`src/rtl/trace_packet_decoder_pkg.sv`:
```
// rtl/trace_packet_decoder_pkg.sv - packet type codes and field positions shared with the packet assembler
package trace_packet_decoder_pkg;

  typedef enum logic [1:0] {
    PKT_ADDR  = 2'b00,
    PKT_READ  = 2'b01,
    PKT_WRITE = 2'b10,
    PKT_TIME  = 2'b11
  } pkt_type_e;

  localparam int TYPE_MSB    = 24;
  localparam int TYPE_LSB    = 23;
  localparam int PAYLOAD_MSB = 22;
  localparam int T5_MSB      = 22;
  localparam int T5_LSB      = 18;
  localparam int UBLB_MSB    = 17;
  localparam int UBLB_LSB    = 16;
  localparam int DATA_MSB    = 15;

  localparam int ADDR_W          = 23;
  localparam logic [7:0] IDX_MAX = 8'd255;

  function automatic pkt_type_e pkt_type(input logic [31:0] word);
    return pkt_type_e'(word[TYPE_MSB:TYPE_LSB]);
  endfunction

endpackage

```
`src/rtl/trace_time_acc.sv`:
```
// rtl/trace_time_acc.sv - 32-bit timestamp accumulator with sticky wrap detect
module trace_time_acc (
  input  logic        mclk,
  input  logic        reset,
  input  logic        add_en,
  input  logic [31:0] add_val,
  output logic [31:0] time_acc,
  output logic [31:0] time_sum,
  output logic        wrap_err
);

  logic [32:0] sum_full;

  // The sum is exposed so word events can carry the post-delta time in the same cycle
  assign sum_full = {1'b0, time_acc} + {1'b0, add_val};
  assign time_sum = sum_full[31:0];

  // Accumulate on request; a carry out of bit 31 latches the wrap flag until reset
  always_ff @(posedge mclk or posedge reset) begin
    if (reset) begin
      time_acc <= '0;
      wrap_err <= 1'b0;
    end else if (add_en) begin
      time_acc <= sum_full[31:0];
      if (sum_full[32]) wrap_err <= 1'b1;
    end
  end

endmodule

```
`src/rtl/trace_packet_decoder.sv`:
```
// rtl/trace_packet_decoder.sv - decodes RAM trace packets into timestamped address/read/write events
module trace_packet_decoder
  import trace_packet_decoder_pkg::*;
(
  input  logic        mclk,
  input  logic        reset,
  input  logic [31:0] pkt_data,
  input  logic        pkt_valid,
  output logic        pkt_ready,
  output logic        ev_valid,
  input  logic        ev_ready,
  output logic [1:0]  ev_kind,
  output logic [22:0] ev_addr,
  output logic [15:0] ev_data,
  output logic [1:0]  ev_ublb,
  output logic [7:0]  ev_burst_idx,
  output logic [31:0] ev_time,
  output logic        err_no_addr,
  output logic        err_time_wrap
);

  pkt_type_e         kind;
  logic              accept;
  logic              is_word;
  logic              add_en;
  logic [31:0]       add_val;
  logic [31:0]       time_acc;
  logic [31:0]       time_sum;
  logic [ADDR_W-1:0] payload;
  logic [4:0]        t5;
  logic [ADDR_W-1:0] cur_addr;
  logic [7:0]        burst_idx;
  logic              addr_seen;
  logic              unused_reserved;

  // Reserved bits [31:25] carry no meaning for the decoder
  assign unused_reserved = ^pkt_data[31:25];

  assign kind    = pkt_type(pkt_data);
  assign payload = pkt_data[PAYLOAD_MSB:0];
  assign t5      = pkt_data[T5_MSB:T5_LSB];
  assign is_word = (kind == PKT_READ) || (kind == PKT_WRITE);

  // Single output register: a new word may enter whenever the held event leaves this cycle
  assign pkt_ready = !ev_valid || ev_ready;
  assign accept    = pkt_valid && pkt_ready;

  // Word packets add their 5-bit delta, timestamp packets their full payload
  assign add_en  = accept && (is_word || (kind == PKT_TIME));
  assign add_val = is_word ? {27'd0, t5} : {9'd0, payload};

  trace_time_acc u_time_acc (
    .mclk     (mclk),
    .reset    (reset),
    .add_en   (add_en),
    .add_val  (add_val),
    .time_acc (time_acc),
    .time_sum (time_sum),
    .wrap_err (err_time_wrap)
  );

  // Burst tracking: address packets open a burst, each word advances address and saturating index
  always_ff @(posedge mclk or posedge reset) begin
    if (reset) begin
      cur_addr    <= '0;
      burst_idx   <= '0;
      addr_seen   <= 1'b0;
      err_no_addr <= 1'b0;
    end else if (accept) begin
      if (kind == PKT_ADDR) begin
        cur_addr  <= payload;
        burst_idx <= '0;
        addr_seen <= 1'b1;
      end else if (is_word) begin
        cur_addr <= cur_addr + 1'b1;
        if (burst_idx != IDX_MAX) burst_idx <= burst_idx + 1'b1;
        if (!addr_seen) err_no_addr <= 1'b1;
      end
    end
  end

  // Event register: load on any event-producing word, otherwise drop once consumed
  always_ff @(posedge mclk or posedge reset) begin
    if (reset) begin
      ev_valid     <= 1'b0;
      ev_kind      <= '0;
      ev_addr      <= '0;
      ev_data      <= '0;
      ev_ublb      <= '0;
      ev_burst_idx <= '0;
      ev_time      <= '0;
    end else if (accept && (kind == PKT_ADDR)) begin
      ev_valid     <= 1'b1;
      ev_kind      <= PKT_ADDR;
      ev_addr      <= payload;
      ev_data      <= '0;
      ev_ublb      <= '0;
      ev_burst_idx <= '0;
      ev_time      <= time_acc;
    end else if (accept && is_word) begin
      ev_valid     <= 1'b1;
      ev_kind      <= kind;
      ev_addr      <= cur_addr;
      ev_data      <= pkt_data[DATA_MSB:0];
      ev_ublb      <= pkt_data[UBLB_MSB:UBLB_LSB];
      ev_burst_idx <= burst_idx;
      ev_time      <= time_sum;
    end else if (ev_ready) begin
      ev_valid <= 1'b0;
    end
  end

endmodule

```
`config.mk`:
```
export PLATFORM = sky130hd
export DESIGN_NAME = trace_packet_decoder
export DESIGN_NICKNAME = d
export VERILOG_FILES = /design/src/rtl/trace_packet_decoder_pkg.sv /design/src/rtl/trace_time_acc.sv /design/src/rtl/trace_packet_decoder.sv
export SDC_FILE = /design/constraint.sdc
export NUM_CORES = 1
export LEC_CHECK = 0
export CORE_MARGIN = 2
export CORE_UTILIZATION = 30
export DETAILED_ROUTE_END_ITERATION = 7
export SLEW_MARGIN = 5
export SYNTH_ARGS = -nofsm -noshare
export SYNTH_HDL_FRONTEND = slang
export SYNTH_SLANG_ARGS = --single-unit
export TNS_END_PERCENT = 5
```
`constraint.sdc`:
```
create_clock -name mclk -period 7.6 [get_ports mclk]
set_input_delay 2.28 -clock mclk [delete_from_list [all_inputs] [get_ports mclk]]
set_output_delay 2.28 -clock mclk [all_outputs]
set_load 0.01 [all_outputs]
```
**After elaboration in Yosys (flattened, before gate mapping)**

Index checks and enable logic that the tools add are counted.

- Register bits after elaboration: 150
- Bits in latches: 0
- Memory bits (writable): 0
- Memory bits (read-only): 0
- Input bits: 36
- Output and inout port bits: 87
- Logic and storage cells: 61
- Memories: 0

- Add/subtract/negate cells: 3
- $mul: 0
- Div/mod/pow operators: 0
- Order comparisons: 0
- Equality and inequality tests: 4
- Shifts and indexed selects: 0
- Multiplexer cells: 21
- Bitwise logic cells: 2
- Reductions and logical operators: 18

Operators with widths:

| kind | count |
|---|---|
| 2-to-1 mux 23 bit | 5 |
| 2-to-1 mux 32 bit | 2 |
| 2-to-1 mux 8 bit | 5 |
| adder 32 x 23 -> 33 bit | 1 |
| 2-to-1 mux 16 bit | 2 |
| adder 23 x 1 -> 23 bit (second input constant) | 1 |
| adder 8 x 1 -> 8 bit (second input constant) | 1 |
| 2-to-1 mux 2 bit | 4 |
| inequality test 8 bit (second input constant) | 1 |
| AND reduction 2 bit | 3 |
| nonzero test 2 bit | 3 |
| == test 2 bit (second input constant) | 2 |
| logical AND 1 bit | 4 |
| AND reduction 4 bit | 1 |
| logical OR 1 bit | 3 |
| 2-to-1 mux 1 bit | 3 |
| AND reduction 3 bit | 1 |
| nonzero test 3 bit | 1 |
| == test 2 x 1 -> 1 bit (second input constant) | 1 |
| zero test 2 bit | 1 |
| NOT 1 bit | 2 |
| zero test 1 bit | 1 |

**Longest topological paths before layout**

Gate-level depths: netlist of the first run.

- Word-level depth: 6
- Mapped depth: 15
- Depth with buffers taken out: 14

**By module**

A second synthesis of the first run with hierarchy kept.

- Cell total of the unflattened synthesis: 921
- Area total of the unflattened synthesis: 8,772.2 sq um

Modules (own cells, without submodules):

| module | times used | cells an instance | area an instance (sq um) | seq. area each (sq um) |
|---|---|---|---|---|
| trace_packet_decoder | 1 | 579 | 5,714.2 | 2,927.8 |
| trace_time_acc | 1 | 342 | 3,057.9 | 825.8 |

**Worst setup path before layout of the first run**

OpenSTA, ideal clock, no wires.

- Path type: input to register
- Start point: input port pkt_data[23]
- End point: register u_time_acc.time_acc[19]
- Library setup time: 0.125 ns
- Arrival: 5.454 ns
- Required time: 7.475 ns
- Slack: 2.021 ns
- Stages on the path: 13
- Path buffers: 1
- Cells stage by stage: inv_1 > ha_1 > clkbuf_1 > mux2_2 > ha_1 > a211o_1 > a211oi_2 > o31ai_2 > o311a_1 > a211o_1 > a31oi_2 > xnor2_1 > mux2_4

- Longest elaborated chain between the ends: 4
- Elaborated cells between the ends (all ways): 8

RTL lines:

| item | RTL line | RTL |
|---|---|---|
| start: declaration | trace_packet_decoder.sv:7 | `input logic [31:0] pkt_data,` |
| == test 2 x 1 -> 1 bit or == test 2 bit (tied branches) | trace_packet_decoder.sv:42 | `assign is_word = (kind == PKT_READ) \|\| (kind == PKT_WRITE);` |
| logical OR 1 bit | trace_packet_decoder.sv:42 |  |
| 2-to-1 mux 23 bit or logical OR 1 bit (tied branches) | trace_packet_decoder.sv:50, trace_packet_decoder.sv:49 |  |
| adder 32 x 23 -> 33 bit or logical AND 1 bit (tied branches) | trace_time_acc.sv:15, trace_packet_decoder.sv:49 |  |
| end signal: assignment | trace_time_acc.sv:24 | `time_acc <= sum_full[31:0];` |
| end: declaration | trace_time_acc.sv:7 | `output logic [31:0] time_acc,` |

Several ways; a longest one is shown, not always the timed one.
A chain may end at the register's enable or synchronous reset.

**Final worst setup path of the first run**

- Start point: input port pkt_data[23]
- End point: register ev_time[24]

- Longest elaborated chain between the ends: 6
- Elaborated cells between the ends (all ways): 11

RTL lines:

| item | RTL line | RTL |
|---|---|---|
| == test 2 x 1 -> 1 bit or == test 2 bit (tied branches) | trace_packet_decoder.sv:42 |  |
| logical OR 1 bit | trace_packet_decoder.sv:42 |  |
| 2-to-1 mux 23 bit | trace_packet_decoder.sv:50 | `assign add_val = is_word ? {27'd0, t5} : {9'd0, payload};` |
| adder 32 x 23 -> 33 bit | trace_time_acc.sv:15 | `assign sum_full = {1'b0, time_acc} + {1'b0, add_val};` |
| 2-to-1 mux 32 bit | trace_packet_decoder.sv:100 | `end else if (accept && is_word) begin` |
| 2-to-1 mux 32 bit | trace_packet_decoder.sv:92 | `end else if (accept && (kind == PKT_ADDR)) begin` |
| end signal: assignment | trace_packet_decoder.sv:99 | `ev_time <= time_acc;` |
| end signal: assignment | trace_packet_decoder.sv:107 | `ev_time <= time_sum;` |
| end: declaration | trace_packet_decoder.sv:17 | `output logic [31:0] ev_time,` |

Several ways; a longest one is shown, not always the timed one. The select of a mux whose other input is x is not followed.

==> summary.md, run 1 <==
| Metric | Value |
|---|---|
| Status | `finished clean` |
| Largest net degree at the start of global routing | `97` |
| Sw Ratio | `0.353` |
| Initial DRC count | `355` |
| P_sw | `roughly 1200 µW` |
| VDD IR-drop max | `~0.15 mV` |
| Leakage | `0.00430 µW` |
| Initial core utilization | `0.303` |
| Row count | `60` |
| Diode count | `0` |
| Synth warnings | `0` |
| Final Hold Fails | `0` |
| IO Pins | `123` |
| NumNets Final | `1030` |
| Max Cap Viol | `0` |
| Die Wd | `168 µm` |
| Final instance area | `approximately 10000 µm²` |
| CP Capture Type | `flop` |
| Slew Viols, Final | `0` |
| Skew final | `roughly 0.0084 ns` |
| Vias in the first global route | `approximately 6700` |
| Least-Margin Pin Slew | `1.02 ns` |
| Hold crit path type | `reg2reg` |
| Most common cell in the netlist | `dfrtp_1` |
| Met1 usage | `0.242` |
| ANT nets after route | `0` |
| Startpoint type of the worst setup path | `input pin` |
| Yosys reg bits | `150` |
| Core footprint | `26700 µm²` |
| Reg clk slew, reported paths | `0.06 ns` |
| Routed via count | `6924` |
| Comb power frac | `0.378` |
| Internal Power | `2160 µW` |
| Critical path class | `in2reg` |
| GRT met3 Usage | `0.0364` |
| Worst R2R Start | `u_time_acc.time_acc[0]$_DFFE_PP0P_` |
| Crit path max-delay family | `compound AO/OA/AOI/OAI gates` |
| Worst EP arrival | `6.57 ns` |
| Clock root buffer | `clkbuf_16` |
| Share of cells above drive strength 1 | `0.0838` |
| RSZ-0062 raised after global routing | `no` |
| Post-cts gate resize count | `0` |
| Post-Place Cell Area | `9530 µm²` |
| Initial antenna violation count | `0` |
| Syn Nets | `936` |
| EDFF count, synth | `0` |
| Pwr per Cell Area | `330 nW/µm²` |
| Critical Path Start | `pkt_data[23]` |
| TNS Setup | `0 ns` |
| Part of the cycle the worst path needs | `0.817` |
| Clk_lat worst skew | `around 0.44 ns` |
| Total power | `3340 µW` |
| Slowest cell on crit path | `ha_1` |
| Critical Path Fanout Max | `16` |
| TritonCTS clock tree | `yes` |
| Total die area | `28200 µm²` |
| Synth top cells by count | `dfrtp_1, nand2_1, nor2_1` |
| CP Buf/Inv Count | `4` |
| Longest Clk Path Bufs | `2` |
| DR pass1 iterations | `5` |
| Yosys top cell area share | `0.465` |
| Total grt overflow | `0` |
| Crit-path cells | `clkdlybuf4s50_1, inv_1, ha_1, mux2_2, ha_1, inv_1, fa_1, nor2b_1, o211ai_1, a21boi_0, buf_4, o211ai_1, a211oi_1, o21ai_0, a211o_1, a31oi_1` |
| Fin crit period | `6.21 ns` |
| All-Layer GR Usage | `0.174` |
| Final setup fails | `0` |
| Cell taking the most area after synthesis | `dfrtp_1` |
| Worst slew margin | `0.320` |
| Post-CTS Setup Bufs | `0` |
| Flop pwr share | `0.359` |
| Via density | `between 5 and 6` |
| Sequential share of the synthesized area | `0.465` |
| Top_reg_cell synth | `dfrtp_1` |
| Gr busiest metal | `met2` |
| Remaining DRCs | `0` |
| Routability congestion estimate from global placement | `0.879` |
| Layout area overhead | `25.6%` |
| Gate Count Post-Synth | `872` |
| Drt wl/cell | `18.1 µm` |
| Die Y | `around 170 µm` |
| Peak Freq | `around 160 MHz` |
| GRT met2 Usage | `0.276` |
| Final WL | `23900 µm` |
| Hold buffers post-CTS | `0` |
| Cts bufs inserted | `17` |
| Critical path required time | `7.96 ns` |
| Share of flip-flops with an asynchronous set or reset | `1.00` |
| First-pass GRT wire length | `38500 µm` |
| Clock network power share | `0.263` |
| Ranking of synthesized cells by area | `dfrtp_1, nand2_1, ha_1` |
| Yosys cell types | `69` |
| Clk sinks | `150` |
| Half-perimeter wire length after placement | `16300 µm` |
| Min-delay src | `addr_seen$_DFFE_PP0P_` |
| H-tree Lvls | `4` |
| Mean Syn Cell Area | `roughly 9.2 µm²` |
| I/O Buffers | `115` |
| CP max stage delay | `~0.66 ns` |
| Mapped Area | `8070 µm²` |
## per-layer routing
layer	wire length, µm	vias up
met5	0	-
met3	1130	26
met4	282	0
met1	11400	3387
li1	-	3353
met2	11100	158
## path summary, 6_finish.rpt
check	slack (ns)	end	depth (start not counted)
setup / recovery	1.39	ev_time[24]$_DFFE_PP0P_	16
hold reg to reg	0.46	err_no_addr$_DFFE_PP0P_	1
max in group asynchronous	3.95	cur_addr[1]$_DFFE_PP0P_	3
setup reg to reg	4.31	ev_time[24]$_DFFE_PP0P_	12
hold / removal	0.46	err_no_addr$_DFFE_PP0P_	1
min in group asynchronous	2.41	ev_time[17]$_DFFE_PP0P_	2
## logic make-up after synthesis
family,synth area share
xor+xnor,0.0337
fa+ha+maj,0.0444
buf+inv,0.0361
mux,0.0180
flops,0.465
simple gates,0.165
compound gates,0.238
## stage by stage
stage	utilization	cells	setup slack, ns	hold slack (ns)
global route	0.380	1320	0.995	0.494
detailed placement	0.358	1288	0.934	0.446
finish	0.380	1320	1.39	0.460
floorplan	-	872	1.28	0.423
global placement	0.358	1288	0.991	0.436
CTS	0.380	1320	1.38	0.457
## cell type report
cell class                      count  area (µm²)
Clock buffer                       20         447
Clock inverter                     12         153
Fill cell                        2682       16500
Inverter                           12        50.0
Multi-Input combinational cell    656        4050
Sequential cell                   150        3750
Tap cell                          341         427
Timing Repair Buffer              129        1260
## cells in the final DEF (no fill, tap or decap), drive strengths merged, types with 17 or more instances in the layout
cell type and n:
dfrtp 150, a31oi 34, o22ai 26, nor2 71, clkbuf 20, nor2b 20
a22o 27, a21o 19, o21ai 58, nand2 127, xor2 17, nand3 20
clkdlybuf4s50 115, ha 27, a21oi 62
## registers in the layout (all words and copies together) (netlist names)
register and cells:
addr_seen 1, burst_idx 8, cur_addr 23, err_no_addr 1, ev_addr 23, ev_burst_idx 8, ev_data 16, ev_kind 2
ev_time 32, ev_ublb 2, ev_valid 1, u_time_acc.time_acc 32, u_time_acc.wrap_err 1
## power by group through the flow
stage | Clock [µW] | Combinational [µW] | Sequential, µW
floorplan | 0 | 749 | 1230
global placement | 0 | 1250 | 1210
detailed placement | 0 | 1270 | 1210
CTS | 897 | 1270 | 1200
global route | 931 | 1400 | 1230
finish | 880 | 1260 | 1200
No activity file was read; power rests on OpenSTA's default activity.
==> inputs of run 2 (changes only) <==
==> constraint.sdc (replaced) <==
create_clock -name mclk -period 6.2 [get_ports mclk]
set_input_delay 1.86 -clock mclk [delete_from_list [all_inputs] [get_ports mclk]]
set_output_delay 1.86 -clock mclk [all_outputs]
set_load 0.01 [all_outputs]
==> run 2 against run 1 <==
Cell area up 1.0%. Sequential cell count unchanged. Clock power up 28%. Die area unchanged. Utilization up 0.40 points. Via count up 0.32%. Global-route usage up 0.17 points. Clock-buffer cell count up 2. Clock skew up 0.00065 ns. First-iteration DRC count up 45%. Critical path type unchanged. Largest cell class unchanged.
==> summary.md, run 2 (same netlist as run 1, synthesis figures left out) <==
| Metric | Value |
|---|---|
| Status | `finished clean` |
| Hold crit path type | `reg2reg` |
| Via density | `5.25` |
| Half-perimeter wire length after placement | `16700 µm` |
| Post-CTS Setup Bufs | `0` |
| All-Layer GR Usage | `0.176` |
| Part of the cycle the worst path needs | `0.875` |
| H-tree Lvls | `4` |
| RSZ-0062 raised after global routing | `no` |
| Leakage | `between 0.004 and 0.005 µW` |
| Final WL | `24300 µm` |
| Slew Viols, Final | `0` |
| Initial DRC count | `513` |
| Post-Place Cell Area | `9610 µm²` |
| Clk_lat worst skew | `0.44 ns` |
| Startpoint type of the worst setup path | `input pin` |
| Worst R2R Start | `u_time_acc.time_acc[1]$_DFFE_PP0P_` |
| Worst Hold End | `err_no_addr$_DFFE_PP0P_` |
| Die Wd | `168 µm` |
| Critical path class | `in2reg` |
| Worst r2r dst | `u_time_acc.time_acc[19]$_DFFE_PP0P_` |
| Hold buffers post-CTS | `0` |
| Max Cap Viol | `0` |
| Drt wl/cell | `between 15 and 20 µm` |
| Commonest non-fill, non-tap cell in the layout | `dfrtp_1` |
| Worst slew margin | `0.382` |
| Routability congestion estimate from global placement | `0.875` |
| Longest Clk Path Bufs | `2` |
| Die Y | `168 µm` |
| CP Capture Type | `flop` |
| Final setup fails | `0` |
| DR pass1 iterations | `5` |
| Critical Path Fanout Max | `14` |
| Final Hold Fails | `0` |
| Min-delay src | `addr_seen$_DFFE_PP0P_` |
| Post-cts gate resize count | `0` |
| R2R depth | `9` |
| Slowest cell on crit path | `or4_1` |
| Diode count | `0` |
| Layout area overhead | `27.0%` |
| Remaining DRCs | `0` |
| Routed via count | `slightly below 7000` |
| Final instance area | `about 10000 µm²` |
| CP max stage delay | `0.55 ns` |
| First-pass GRT wire length | `roughly 39000 µm` |
| Least-Margin Pin Slew | `0.923 ns` |
| VDD IR-drop max | `0.221 mV` |
| WHS Path Cells | `1` |
| TritonCTS clock tree | `yes` |
| NumNets Final | `just over 1000` |
| Reg clk slew, reported paths | `about 0.060 ns` |
| Core footprint | `approximately 27000 µm²` |
| Total die area | `28200 µm²` |
| Vias in the first global route | `6680` |
| Peak Freq | `184 MHz` |
| Critical path required time | `6.55 ns` |
| Clk sinks | `150` |
| Crit path max-delay family | `compound AO/OA/AOI/OAI gates` |
| Clock root buffer | `clkbuf_16` |
| ANT nets after route | `0` |
| TNS Setup | `0 ns` |
| Crit-path cells | `clkdlybuf4s50_1, inv_1, ha_1, buf_4, mux2_2, ha_1, o211a_1, a211oi_2, o31ai_2, a21oi_1, a31oi_4, nand2_1, or4_1, a31oi_1` |
| Pwr per Cell Area | `approximately 410 nW/µm²` |
| CP Buf/Inv Count | `3` |
| Cts bufs inserted | `17` |
| Initial core utilization | `0.303` |
| Biggest regs | `ev_time x32, u_time_acc.time_acc x32` |
| Row count | `60` |
| Initial antenna violation count | `0` |
| Commonest non-fill, non-tap cells in the layout | `dfrtp_1, nand2_1, clkdlybuf4s50_1` |
| Flop2flop setup slack | `~3.2 ns` |
| IO Pins | `~120` |
| Total grt overflow | `0` |
| Largest net degree at the start of global routing | `80` |
| Most frequent CP cell | `ha_1` |
| I/O Buffers | `115` |
| Share of cells above drive strength 1 | `0.0876` |
| Worst EP arrival | `5.78 ns` |
| Skew final | `~0.0090 ns` |
| Fin crit period | `5.43 ns` |
[run 2: cell types whose count changed in the layout (fill, tap and decap cells not counted), moves of 2 or more]
| cell | delta |
|---|---|
| clkbuf_8 | +3 |
| clkinvlp_4 | -3 |
| buf_4 | +2 |
| buf_12 | +3 |
[run 2: area by class of cell]
| cell class | instances | area [µm²] |
|---|---|---|
| fill | 2663 | 16400 |
| multi-input combinational | 656 | 4050 |
| sequential | 150 | 3750 |
| timing repair buffer | 134 | 1330 |
| clock buffer | 22 | 484 |
| tap | 341 | 427 |
| clock inverter | 8 | 146 |
| inverter | 12 | 50.0 |
[run 2: metal layers]
metal  track usage  up-vias  wire length [µm]
li1              -     3371                 -
met2         0.280      156             11300
met3        0.0346       18               951
met1         0.247     3401             11900
met5             0        -                 0
met4        0.0405        0               229
[run 2: how the worst max path moves through the flow]
stage | from | endpoint | depth (start not counted)
2_1_floorplan | reset | addr_seen$_DFFE_PP0P_ | 1
3_3_place_gp | pkt_data[23] | u_time_acc.time_acc[19]$_DFFE_PP0P_ | 14
3_5_place_dp | pkt_data[23] | u_time_acc.time_acc[19]$_DFFE_PP0P_ | 14
4_1_cts | pkt_data[23] | ev_time[29]$_DFFE_PP0P_ | 14
5_1_grt | pkt_data[23] | ev_time[29]$_DFFE_PP0P_ | 14
6_report | pkt_data[23] | ev_time[29]$_DFFE_PP0P_ | 14
[run 2: where the power goes]
group | switching [µW] | leakage, µW | internal [µW]
registers | 220 | 0.00183 | 1250
clock network | 421 | 0.000308 | 711
logic | 804 | 0.00223 | 766
total | 1450 | 0.00437 | 2730
[run 2: metrics by stage]
step                      hold slack [ns]  total power [µW]   util  setup WS (ns)  cells
final                               0.456              4170  0.384          0.773   1323
after floorplan                     0.423              2420      -          0.304    872
after detailed placement            0.444              3050  0.361          0.376   1293
after CTS                           0.458              4200  0.384          0.793   1323
after global routing                0.487              4440  0.384          0.546   1323
after global placement              0.440              3030  0.361          0.381   1293
==> inputs of run 3 (changes only) <==
--- a/config.mk
+++ b/config.mk
@@ -6,8 +6,9 @@
 export NUM_CORES = 1
 export LEC_CHECK = 0
 export CORE_MARGIN = 2
-export CORE_UTILIZATION = 30
+export CORE_UTILIZATION = 55
 export DETAILED_ROUTE_END_ITERATION = 7
+export PLACE_DENSITY = 0.81
 export SLEW_MARGIN = 5
 export SYNTH_ARGS = -nofsm -noshare
 export SYNTH_HDL_FRONTEND = slang
==> run 3 against run 2 <==
First-iteration DRC count up 26%. Clock-buffer cell count is 1 higher. Via count grew 2.7%. Critical path depth down 1. Power is 4.5% lower. Combinational power about the same. Largest power group unchanged. Highest routed layer unchanged.
==> summary.md, run 3 (same netlist as run 1, synthesis figures left out) <==
| Metric | Value |
|---|---|
| Status | `finished clean` |
| Least-Margin Pin Slew | `roughly 1.2 ns` |
| Critical Path Fanout Max | `7` |
| Core footprint | `14400 µm²` |
| Remaining DRCs | `0` |
| Startpoint type of the worst setup path | `input pin` |
| Setup slack after layout | `0.853 ns` |
| Initial antenna violation count | `0` |
| Critical path class | `in2reg` |
| # placed instances | `1134` |
| Critical path required time | `6.55 ns` |
| Skew final | `0.0116 ns` |
| DR pass1 iterations | `7` |
| Reg clk slew, reported paths | `0.06 ns` |
| Routability congestion estimate from global placement | `0.919` |
| Row count | `44` |
| Worst r2r dst | `ev_time[22]$_DFFE_PP0P_` |
| Longest Clk Path Bufs | `2` |
| Post-CTS Setup Bufs | `0` |
| First-pass GRT wire length | `35300 µm` |
| Vias in the first global route | `6877` |
| Die Wd | `125 µm` |
| All-Layer GR Usage | `0.278` |
| Half-perimeter wire length after placement | `14500 µm` |
| Hold crit path type | `reg2reg` |
| Final setup fails | `0` |
| Total grt overflow | `0` |
| Part of the cycle the worst path needs | `0.862` |
| Peak Freq | `between 150 and 200 MHz` |
| Initial DRC count | `644` |
| Final WL | `21400 µm` |
| R2R depth | `12` |
| Die Y | `125 µm` |
| Flop2flop setup slack | `3.17 ns` |
| Hold buffers post-CTS | `0` |
| Critical Path Start | `pkt_data[23]` |
| Clk sinks | `150` |
| Final Hold Fails | `0` |
| NumNets Final | `1033` |
| # fillers | `1137` |
| ANT nets after route | `0` |
| Commonest non-fill, non-tap cells in the layout | `dfrtp_1, nand2_1, clkdlybuf4s50_1` |
| Cts bufs inserted | `17` |
| Clk_lat worst skew | `0.43 ns` |
| Routed via count | `7134` |
| Share of cells above drive strength 1 | `0.0827` |
| Final non-filler cell total | `approximately 1200` |
| TNS Setup | `0 ns` |
| Worst R2R Start | `u_time_acc.time_acc[0]$_DFFE_PP0P_` |
| Largest net degree at the start of global routing | `88` |
| Via density | `about 6.1` |
| RSZ-0062 raised after global routing | `no` |
| H-tree Lvls | `4` |
| Leakage | `0.00431 µW` |
| Max Cap Viol | `0` |
| Diode count | `0` |
| Min-delay src | `u_time_acc.wrap_err$_DFFE_PP0P_` |
| Pwr per Cell Area | `402 nW/µm²` |
| VDD IR-drop max | `0.230 mV` |
| Biggest regs | `ev_time x32, u_time_acc.time_acc x32` |
| Post-cts gate resize count | `0` |
| IO Pins | `between 100 and 150` |
| Commonest non-fill, non-tap cell in the layout | `dfrtp_1` |
| Slew Viols, Final | `0` |
| Worst slew margin | `0.217` |
| Drt wl/cell | `18.3 µm` |
| Clock root buffer | `clkbuf_16` |
| Initial core utilization | `0.559` |
| TritonCTS clock tree | `yes` |
| Fin crit period | `5.35 ns` |
| Pre-CTS setup slack | `slightly below 0.5 ns` |
| WHS Path Cells | `1` |
| Layout area overhead | `22.9%` |
| Total die area | `15600 µm²` |
| I/O Buffers | `115` |
| Worst EP arrival | `5.69 ns` |
| Worst Hold End | `u_time_acc.wrap_err$_DFFE_PP0P_` |
| CP Capture Type | `flop` |
run 3: cell types whose count changed in the layout (fill, tap and decap cells not counted):
cell       before  now
clkinv_4        1    2
buf_12          3    1
bufinv_16       4    1
clkbuf_8        4    2
inv_6           1    2
clkbuf_1        1    4
run 3: power by group:
group	total [µW]	switching, µW	internal, µW
registers	1470	220	1250
clock network	972	403	570
logic	1540	781	761
total	3980	1400	2580
run 3: layout make-up:
class                           count  area, µm²  share of cell area
Tap cell                          184        230              0.0232
Clock inverter                      7       73.8             0.00745
Inverter                           12       50.0             0.00505
Clock buffer                       23        468              0.0472
Timing Repair Buffer              132       1290               0.130
Multi-Input combinational cell    656       4050               0.408
Sequential cell                   150       3750               0.379
run 3: per-layer routing:
metal	global-route usage	wire length (µm)	vias to the layer above
met5	0	0	-
met4	0.116	575	0
met3	0.0488	1390	45
met2	0.437	9850	256
met1	0.385	9540	3464
li1	-	-	3369
run 3: worst max path at each step:
stage / slack [ns] / to / cells after the start
after floorplan: 0.30 / addr_seen$_DFFE_PP0P_ / 1
after global placement: 0.48 / u_time_acc.time_acc[19]$_DFFE_PP0P_ / 13
after detailed placement: 0.49 / u_time_acc.time_acc[19]$_DFFE_PP0P_ / 13
after CTS: 0.90 / u_time_acc.time_acc[19]$_DFFE_PP0P_ / 13
after global routing: 0.63 / ev_time[24]$_DFFE_PP0P_ / 17
final: 0.85 / ev_time[29]$_DFFE_PP0P_ / 13
run 3: stage by stage:
step,total power (µW),instance area [µm²],hold slack (ns),util
after floorplan,2420,8070,0.423,-
after global placement,2960,9370,0.440,0.650
after detailed placement,3010,9370,0.448,0.650
after CTS,3990,9910,0.458,0.687
after global routing,4230,9910,0.472,0.687
final,3980,9910,0.457,0.687
run 3: critical path: stages:
cell and delay (ns):
clkdlybuf4s50_1 0.48, inv_1 0.06, ha_1 0.46, mux2_2 0.38, ha_1 0.37, o211a_1 0.21
a211oi_2 0.10, o31ai_2 0.36, a21oi_1 0.20, a31oi_4 0.29, nand2_1 0.18, or4_1 0.55
a31oi_1 0.18
